$ cat src/rtl/xnor_pattern_gen_if.sv
// Stimulus/response and status bundle between xnor_pattern_gen and its environment.
// The master side is the generator; the slave side is the XNOR stage plus the controller.
interface xnor_pattern_gen_if;
    logic       start;
    logic       stop;
    logic       dout0;
    logic       din0;
    logic       din1;
    logic       busy;
    logic       done;
    logic       pass;
    logic [3:0] err_vec;
    logic [2:0] err_cnt;

    modport master (
        input  start, stop, dout0,
        output din0, din1, busy, done, pass, err_vec, err_cnt
    );

    modport slave (
        output start, stop, dout0,
        input  din0, din1, busy, done, pass, err_vec, err_cnt
    );
endinterface

$ cat src/rtl/xnor_pattern_gen.sv
// Gray-order stimulus sequencer and response checker for a 2-input XNOR stage.
// Define XNOR_GEN_LOOP_EN for continuous back-to-back sequencing until stop.
module xnor_pattern_gen #(
    parameter int unsigned HOLD_CYCLES = 5
) (
    input  logic                clk,
    input  logic                rst_n,
    xnor_pattern_gen_if.master  bus
);

    localparam int unsigned CW = $clog2(HOLD_CYCLES);
    localparam logic [CW-1:0] CNT_LAST = CW'(HOLD_CYCLES - 1);

`ifdef XNOR_GEN_LOOP_EN
    localparam logic LOOP_EN = 1'b1;
`else
    localparam logic LOOP_EN = 1'b0;
`endif

    typedef enum logic [1:0] {
        ST_IDLE  = 2'd0,
        ST_DRIVE = 2'd1,
        ST_DONE  = 2'd2
    } state_t;

    state_t        state_r, state_nxt_s;
    logic [1:0]    k_r, k_nxt_s;
    logic [CW-1:0] cnt_r, cnt_nxt_s;
    logic [3:0]    run_r, run_nxt_s;
    logic [1:0]    din_r, din_nxt_s;
    logic          busy_r, busy_nxt_s;
    logic          done_r, done_nxt_s;
    logic          pass_r, pass_nxt_s;
    logic [3:0]    err_vec_r, err_vec_nxt_s;
    logic [2:0]    err_cnt_r, err_cnt_nxt_s;
    logic          mismatch_s;

    // {din0,din1} for pattern index k; one bit changes per step
    function automatic logic [1:0] pattern(input logic [1:0] k);
        case (k)
            2'd0:    pattern = 2'b00;
            2'd1:    pattern = 2'b01;
            2'd2:    pattern = 2'b11;
            2'd3:    pattern = 2'b10;
            default: pattern = 2'b00;
        endcase
    endfunction

    function automatic logic expected_resp(input logic [1:0] k);
        logic [1:0] p;
        p = pattern(k);
        expected_resp = ~(p[1] ^ p[0]);
    endfunction

    function automatic logic [2:0] popcnt4(input logic [3:0] v);
        popcnt4 = {2'b00, v[0]} + {2'b00, v[1]} + {2'b00, v[2]} + {2'b00, v[3]};
    endfunction

    assign mismatch_s = (bus.dout0 != expected_resp(k_r));

    // Next-state and next-output logic
    always_comb begin
        state_nxt_s   = state_r;
        k_nxt_s       = k_r;
        cnt_nxt_s     = cnt_r;
        run_nxt_s     = run_r;
        done_nxt_s    = 1'b0;
        pass_nxt_s    = pass_r;
        err_vec_nxt_s = err_vec_r;
        err_cnt_nxt_s = err_cnt_r;

        if (bus.stop) begin
            state_nxt_s = ST_IDLE;
            k_nxt_s     = 2'd0;
            cnt_nxt_s   = CW'(0);
            run_nxt_s   = 4'b0000;
        end else begin
            case (state_r)
                ST_IDLE: begin
                    if (bus.start) begin
                        state_nxt_s = ST_DRIVE;
                        k_nxt_s     = 2'd0;
                        cnt_nxt_s   = CW'(0);
                        run_nxt_s   = 4'b0000;
                    end else begin
                        state_nxt_s = ST_IDLE;
                    end
                end
                ST_DRIVE: begin
                    if (cnt_r == CNT_LAST) begin
                        cnt_nxt_s = CW'(0);
                        run_nxt_s = run_r | (mismatch_s ? (4'b0001 << k_r) : 4'b0000);
                        if (k_r == 2'd3) begin
                            // Status is loaded on entry so it is visible during DONE
                            state_nxt_s   = ST_DONE;
                            done_nxt_s    = 1'b1;
                            err_vec_nxt_s = run_nxt_s;
                            err_cnt_nxt_s = popcnt4(run_nxt_s);
                            pass_nxt_s    = (popcnt4(run_nxt_s) == 3'd0);
                        end else begin
                            k_nxt_s = k_r + 2'd1;
                        end
                    end else begin
                        cnt_nxt_s = cnt_r + CW'(1);
                    end
                end
                ST_DONE: begin
                    k_nxt_s   = 2'd0;
                    cnt_nxt_s = CW'(0);
                    run_nxt_s = 4'b0000;
                    if (LOOP_EN) begin
                        state_nxt_s = ST_DRIVE;
                    end else begin
                        state_nxt_s = ST_IDLE;
                    end
                end
                default: begin
                    state_nxt_s = ST_IDLE;
                    k_nxt_s     = 2'd0;
                    cnt_nxt_s   = CW'(0);
                    run_nxt_s   = 4'b0000;
                end
            endcase
        end

        if (state_nxt_s == ST_DRIVE) begin
            din_nxt_s = pattern(k_nxt_s);
        end else begin
            din_nxt_s = 2'b00;
        end

        if (state_nxt_s == ST_DRIVE) begin
            busy_nxt_s = 1'b1;
        end else if (state_nxt_s == ST_DONE) begin
            busy_nxt_s = LOOP_EN;
        end else begin
            busy_nxt_s = 1'b0;
        end
    end

    // State, counters and registered outputs
    always_ff @(posedge clk or negedge rst_n) begin
        if (!rst_n) begin
            state_r   <= ST_IDLE;
            k_r       <= 2'd0;
            cnt_r     <= CW'(0);
            run_r     <= 4'b0000;
            din_r     <= 2'b00;
            busy_r    <= 1'b0;
            done_r    <= 1'b0;
            pass_r    <= 1'b0;
            err_vec_r <= 4'b0000;
            err_cnt_r <= 3'd0;
        end else begin
            state_r   <= state_nxt_s;
            k_r       <= k_nxt_s;
            cnt_r     <= cnt_nxt_s;
            run_r     <= run_nxt_s;
            din_r     <= din_nxt_s;
            busy_r    <= busy_nxt_s;
            done_r    <= done_nxt_s;
            pass_r    <= pass_nxt_s;
            err_vec_r <= err_vec_nxt_s;
            err_cnt_r <= err_cnt_nxt_s;
        end
    end

    assign bus.din0    = din_r[1];
    assign bus.din1    = din_r[0];
    assign bus.busy    = busy_r;
    assign bus.done    = done_r;
    assign bus.pass    = pass_r;
    assign bus.err_vec = err_vec_r;
    assign bus.err_cnt = err_cnt_r;

endmodule

$ cat src/flat_wrapper.sv
// flat-port wrapper written by rule: the top's interface ports become plain ports
module xnor_pattern_gen_flat 
#(
    parameter int unsigned HOLD_CYCLES = 5
)
  (clk, rst_n, bus_start, bus_stop, bus_dout0, bus_din0, bus_din1, bus_busy, bus_done, bus_pass, bus_err_vec, bus_err_cnt);
  xnor_pattern_gen_if bus_i ();
  input  logic clk;
  input  logic rst_n;
  input wire logic [$bits(bus_i.start)-1:0] bus_start;
  input wire logic [$bits(bus_i.stop)-1:0] bus_stop;
  input wire logic [$bits(bus_i.dout0)-1:0] bus_dout0;
  output wire logic [$bits(bus_i.din0)-1:0] bus_din0;
  output wire logic [$bits(bus_i.din1)-1:0] bus_din1;
  output wire logic [$bits(bus_i.busy)-1:0] bus_busy;
  output wire logic [$bits(bus_i.done)-1:0] bus_done;
  output wire logic [$bits(bus_i.pass)-1:0] bus_pass;
  output wire logic [$bits(bus_i.err_vec)-1:0] bus_err_vec;
  output wire logic [$bits(bus_i.err_cnt)-1:0] bus_err_cnt;
  assign bus_i.start = bus_start;
  assign bus_i.stop = bus_stop;
  assign bus_i.dout0 = bus_dout0;
  assign bus_din0 = bus_i.din0;
  assign bus_din1 = bus_i.din1;
  assign bus_busy = bus_i.busy;
  assign bus_done = bus_i.done;
  assign bus_pass = bus_i.pass;
  assign bus_err_vec = bus_i.err_vec;
  assign bus_err_cnt = bus_i.err_cnt;
  xnor_pattern_gen #(.HOLD_CYCLES(HOLD_CYCLES)) u_core (.clk(clk), .rst_n(rst_n), .bus(bus_i));
endmodule
$ cat config.mk
export PLATFORM = sky130hd
export DESIGN_NAME = xnor_pattern_gen_flat
export DESIGN_NICKNAME = d
export VERILOG_FILES = /design/src/rtl/xnor_pattern_gen_if.sv /design/src/rtl/xnor_pattern_gen.sv /design/src/flat_wrapper.sv
export SDC_FILE = /design/constraint.sdc
export NUM_CORES = 1
export LEC_CHECK = 0
export CELL_PAD_IN_SITES_DETAIL_PLACEMENT = 0
export CELL_PAD_IN_SITES_GLOBAL_PLACEMENT = 1
export CORE_ASPECT_RATIO = 1.4
export CORE_MARGIN = 3
export CORE_UTILIZATION = 41
export DETAILED_ROUTE_END_ITERATION = 8
export HOLD_SLACK_MARGIN = 0.05
export PLACE_DENSITY_LB_ADDON = 0.1
export SLEW_MARGIN = 20
export SYNTH_ARGS = -nofsm -noshare
export SYNTH_HDL_FRONTEND = slang
export SYNTH_SLANG_ARGS = --single-unit
$ cat constraint.sdc
create_clock -name clk -period 2.9 [get_ports clk]
set_input_delay 0.435 -clock clk [delete_from_list [all_inputs] [get_ports clk]]
set_output_delay 0.435 -clock clk [all_outputs]
set_load 0.01 [all_outputs]
### Word-level counts from Yosys, hierarchy flattened

Index checks and enable logic that the tools add are counted.

* flip-flop bits (word level): 23
* latch bits: 0
* RAM bits: 0
* memory bits (read-only): 0
* input port bits: 5
* output and inout bits: 12
* logic and storage cells: 65
* memories kept: 0

* add/sub/neg operators: 5
* multiply operators: 0
* divide/modulo/power cells: 0
* magnitude comparators: 0
* equality and inequality tests: 12
* shifts and indexed selects: 1
* muxes and demuxes: 27
* bitwise gates (word level): 4
* reductions and logical operators: 6

Operator list (count)
* $mux 2: 8
* $mux 4: 4
* $pmux 2 s4: 2
* $mux 3: 3
* $eq 2x1->1 const B: 4
* $eq 2x2->1 const B: 4
* $pmux 2 s2: 2
* $pmux 4 s2: 1
* $add 3x1->3: 2
* $logic_not 2->1: 3
* $mux 1: 6
* $pmux 3 s2: 1
* $or 4x4->4: 1
* $reduce_and 4->1: 1
* $shl 1x2->4 const A: 1
* $add 3x1->3 const B: 1
* $eq 3x3->1 const B: 1
* $logic_not 3->1: 1
* $ne 3x2->1 const B: 1
* $ne 3x3->1 const B: 1
* $add 1x1->2: 1
* $add 2x1->2 const B: 1
* $not 1->1: 2
* $reduce_and 2->1: 1
* 2 further kinds: 2

### Longest topological paths before layout

* depth in word-level cells: 11
* gate-level depth with buffers: 8
* gate-level depth less buffers: 7

### Worst setup path after synthesis

No wires, ideal clock.

* kind: register to register
* start: reg u_core.k_r[1]
* end: reg u_core.pass_r, in the netlist u_core.bus.pass
* library setup time: 0.125 ns
* arrival: 2.225 ns
* required time: 2.775 ns
* setup slack: 0.550 ns
* cell stages (with the launch flop): 9
* path buffers: 1
* period minus slack after synthesis: 2.350 ns
* cell sequence: dfrtp_1 clkbuf_1 nor3_1 or2_2 ha_1 fa_1 ha_1 nor3_1 mux2_2

* cells in the longest elaborated chain, start to end: 11
* elaborated cells between the ends (all ways): 16
* classes of those cells: 3 x add/sub; 4 x eq/ne; 1 x shift; 2 x mux; 3 x bitwise; 3 x reduce/logical

Ends and longest elaborated chain
* from (decl): line xnor_pattern_gen.sv:27 `logic [1:0] k_r, k_nxt_s;`
* from (signal assigned): line xnor_pattern_gen.sv:156 `k_r <= k_nxt_s;`
* $eq 2x2->1 (tied with other cells): line xnor_pattern_gen.sv:40, xnor_pattern_gen.sv:93
* $pmux 2 s4: line xnor_pattern_gen.sv:40 `case (k)`
* $xor 1x1->1: line xnor_pattern_gen.sv:52 `expected_resp = ~(p[1] ^ p[0]);`
* $not 1->1: line xnor_pattern_gen.sv:52
* $ne 1x1->1: line xnor_pattern_gen.sv:59 `assign mismatch_s = (bus.dout0 != expected_resp(k_r));`
* $mux 4: line xnor_pattern_gen.sv:92 `run_nxt_s = run_r | (mismatch_s ? (4'b0001 << k_r) : 4'b0000);`
* $or 4x4->4: line xnor_pattern_gen.sv:92
* $add 1x1->2: line xnor_pattern_gen.sv:56 `popcnt4 = {2'b00, v[0]} + {2'b00, v[1]} + {2'b00, v[2]} + {2'b00, v[3]};`
* $add 3x1->3 (2 in series): line xnor_pattern_gen.sv:56
* $logic_not 3->1: line xnor_pattern_gen.sv:99 `pass_nxt_s = (popcnt4(run_nxt_s) == 3'd0);`
* to (signal assigned): line xnor_pattern_gen.sv:162 `pass_r <= pass_nxt_s;`
* to (decl): line xnor_pattern_gen.sv:33 `logic pass_r, pass_nxt_s;`

Parallel ways exist; a longest one is shown, timed or not.
A chain may end at the register's enable or synchronous reset.

### Worst setup path after layout

* start: in bus_dout0
* end: reg u_core.pass_r, in the netlist u_core.bus.pass

* cells in the longest elaborated chain, start to end: 7

Ends and longest elaborated chain
* from (decl): line flat_wrapper.sv:12 `input wire logic [$bits(bus_i.dout0)-1:0] bus_dout0;`
* $ne 1x1->1 *: line xnor_pattern_gen.sv:59
* $mux 4 *: line xnor_pattern_gen.sv:92
* $or 4x4->4 *: line xnor_pattern_gen.sv:92
* $add 1x1->2: line xnor_pattern_gen.sv:56
* $add 3x1->3: line xnor_pattern_gen.sv:56
* $add 3x1->3 *: line xnor_pattern_gen.sv:56
* $logic_not 3->1 *: line xnor_pattern_gen.sv:99

Every way passes the cells marked *; elsewhere a longest branch is shown, timed or not.

==> impl_metrics.tcl <==
set metrics [dict create \
    global_route.overflow_total 0 \
    drive_above_1_share 0.1351 \
    first_global_vias 796 \
    synth_top_area_cell "dfrtp_1" \
    arrival_ns 2.64 \
    syn_area_um2 1085 \
    detailedPlacementHpwl_um 1552 \
    total_track_usage 0.1437 \
    grt_start_max_net_pins 24 \
    io_pins 17 \
    initial_utilization 0.4392 \
    rsz0062_at_grt "false" \
    initialDrtViolationCount 6 \
    timing.critical_path.cells "clkdlybuf4s50_1, nor3_1, or2_2, ha_1, fa_1, ha_1, nor3_1, mux2_2" \
    flow.area_growth_from_synthesis_pct 19.72 \
    critical_setup_path_class "in2reg" \
    startpoint_type_of_the_worst_setup_path "input pin" \
    core.rowCount 21 \
    postSynthRegisterBits 23 \
    hold_path.class "in2async" \
    ctsRootBufferMaster "clkbuf_4" \
    rr_endpoint "u_core.bus.pass" \
    cp-end-kind "flip-flop" \
    tritoncts "built" \
    fmax_mhz 410.3 \
    routed_wl_um 2049 \
    tightest_slew_ns 0.4272 \
    wirelength_per_cell_um 14.13 \
    num_vias 762 \
    cts_repair_resize_count 0 \
    drv.max_cap_violation_count 0 \
    maxSlewViolCount 0 \
    num-nets-final 122 \
    drt_first_pass_iters 2 \
    critical_path_required_ns 3.10 \
    fin_total_pwr_w 0.0005082 \
    clock_skew_ns 0.002500 \
    yosysUniqueCellTypes 30 \
    report.final.hold_viol_count 0 \
    cp_slowest_stage_delay_ns 0.53 \
    clkTransAtPathRegs_ns 0.12 \
    clk-insertion-delay-late_ns 0.30 \
    grt_antenna_before_repair 0 \
    post_route_drc_violation_count 0 \
    ys.warnings.count 0 \
    layout_min_cycle_time_ns 2.437 \
    inserted_diodes 0 \
    ant_nets 0 \
    global_route_wire_length_before_repair_um 3574 \
    worst-path-max-fanout 4 \
    gpl.final_weighted_congestion 0.7651 \
    run_status "finished, final reports clean" \
    numCtsBuffers 3 \
    timing.final.crit_share 0.8404 \
    timing.max_slew.rel_slack 0.7143 \
    seq_area_frac_synth 0.5306 \
    fillerInstances 247 \
    clk_path_buf_depth 2 \
    postCtsHoldBufs 0 \
    setup-tns-final_ns 0 \
    syn_nets 105 \
    ir_worst_vdd_mv 0.2930 \
    buffers_inverters_on_critical_path 1 \
    total_leakage_power_nw 0.6182 \
    port_buffers 16 \
    synthesis.area_per_instance_um2 11.42 \
    die_x_um 49.47 \
    synth_largest_type_area_fraction 0.5306 \
    dp_worst_slack_ns 0.1243 \
    timing.critical_path.slowest_stage_cell "clkdlybuf4s50_1" \
    cts.sinks 23 \
    powerDensity_nw_per_um2 391.3 \
    die_height_um 66.86 \
    ff2ff_setup_slack_ns 0.52 \
    placeableCoreArea_um2 2470 \
    ctsHtreeMaxLevel 1 \
    routed_via_density 5.255 \
    critical_path.top_delay_family "adder cells" \
    r2r.worst_path.cells 7 \
    number_of_setup_violations_in_the_final_report 0 \
    cts_post_setup_buffers_inserted 0 \
    reg2reg_from "u_core.k_r[1]" \
    setup_ws_ns 0.4627 \
    die_area_um2 3308 \
    synthCells 95 \
    synth_top_cells_by_area "dfrtp_1, mux2_2, ha_1" \
]
[how the worst max path moves through the flow]
stage          slack (ns)          start  cells past startpoint              end
6_report             0.46      bus_dout0                      8  u_core.bus.pass
2_1_floorplan        0.55  u_core.k_r[1]                      8  u_core.bus.pass
3_5_place_dp         0.12      bus_dout0                      8  u_core.bus.pass
3_3_place_gp         0.19      bus_dout0                      8  u_core.bus.pass
5_1_grt              0.37      bus_dout0                      8  u_core.bus.pass
4_1_cts              0.46      bus_dout0                      8  u_core.bus.pass
[stage by stage]
stage                     hold slack [ns]  cells  cell area (µm²)  utilization
after floorplan                    0.1394     95             1085            -
after global placement             0.4699    141             1272       0.5152
after detailed placement           0.4804    141             1272       0.5152
after CTS                          0.4777    145             1299       0.5258
after global routing               0.4926    145             1299       0.5258
final                              0.4714    145             1299       0.5258
[synth_stat cells]
cell and number:
ha_1 4, a21oi_1 5, nand2_1 5, mux2_1 2, o21ai_0 1, a21o_1 3
a31o_2 1, clkbuf_1 4, nand3_1 2, buf_4 1, nor2b_1 2, nor3_4 1
fa_1 1, inv_1 4, or3b_4 1, xor2_1 2, nand2b_1 1, or2_2 2
nor3b_1 2, a311oi_1 2, dfrtp_1 23, o22ai_1 1, mux2_2 6, a211oi_1 1
and3_1 2, a32o_1 2, a22oi_1 1, nor2_1 8, a32oi_1 1, nor3_1 4
[flip-flops by register name, summed over array words and instances, names as in the netlist]
signal and count:
u_core.bus.err_vec 4, u_core.run_r 4, u_core.bus.err_cnt 3, u_core.cnt_r 3, u_core.din_r 2, u_core.k_r 2
u_core.state_r 2, u_core.bus.busy 1, u_core.bus.done 1, u_core.bus.pass 1
[cell type report]
cell class              instances  area [µm²]  share of cell area
inverters                       4       15.01             0.01156
flip-flops and latches         23       575.6              0.4432
well taps                      34       42.54             0.03276
clock buffers                   4       26.28             0.02023
repair buffers                 17       167.7              0.1291
multi-input cells              63       471.7              0.3632
[cell families (layout without fill, tap and decap cells)]
logic type | count (synthesis) | in the layout | synth area share
AND/OR/NAND/NOR | 30 | 30 | 0.1523
flip-flops | 23 | 23 | 0.5306
AO/OA/AOI/OAI | 18 | 18 | 0.1188
buffers and inverters | 9 | 25 | 0.03460
multiplexers | 8 | 8 | 0.08304
adder cells (fa/ha/maj) | 5 | 5 | 0.06459
XOR/XNOR | 2 | 2 | 0.01615
[metal layers]
metal  wire [µm]  track usage
met4          30      0.07266
met5           0            0
met2        1113       0.2634
met1         839       0.1525
met3          65      0.03356
[cell usage in the layout (no fill, tap or decap), types with 2 or more instances in the layout]
cell | netlist | layout
a21o_1 | 3 | 3
dfrtp_1 | 23 | 23
clkbuf_4 | 0 | 3
nor3b_1 | 2 | 2
a21oi_1 | 5 | 5
a32o_1 | 2 | 2
mux2_2 | 6 | 6
clkdlybuf4s50_1 | 0 | 16
and3_1 | 2 | 2
inv_1 | 4 | 4
ha_1 | 4 | 4
a311oi_1 | 2 | 2
mux2_1 | 2 | 2
nand2_1 | 5 | 5
nor2b_1 | 2 | 2
nand3_1 | 2 | 2
nor2_1 | 8 | 8
nor3_1 | 4 | 4
xor2_1 | 2 | 2
or2_2 | 2 | 2
[power breakdown]
group,total [W],switching (W),internal (W)
sequential,0.000328,0.00000391,0.000324
combinational,0.0000386,0.0000224,0.0000162
clock,0.000142,0.0000882,0.0000536
total,0.000508,0.000115,0.000394
[worst register-to-register path, stage by stage, from the launching register on]
cell and delay (ns):
dfrtp_1 0.56, nor3_1 0.10, or2_2 0.32, ha_1 0.30, fa_1 0.39, ha_1 0.30, nor3_1 0.05, mux2_2 0.26
No activity file was read; power rests on OpenSTA's default activity.
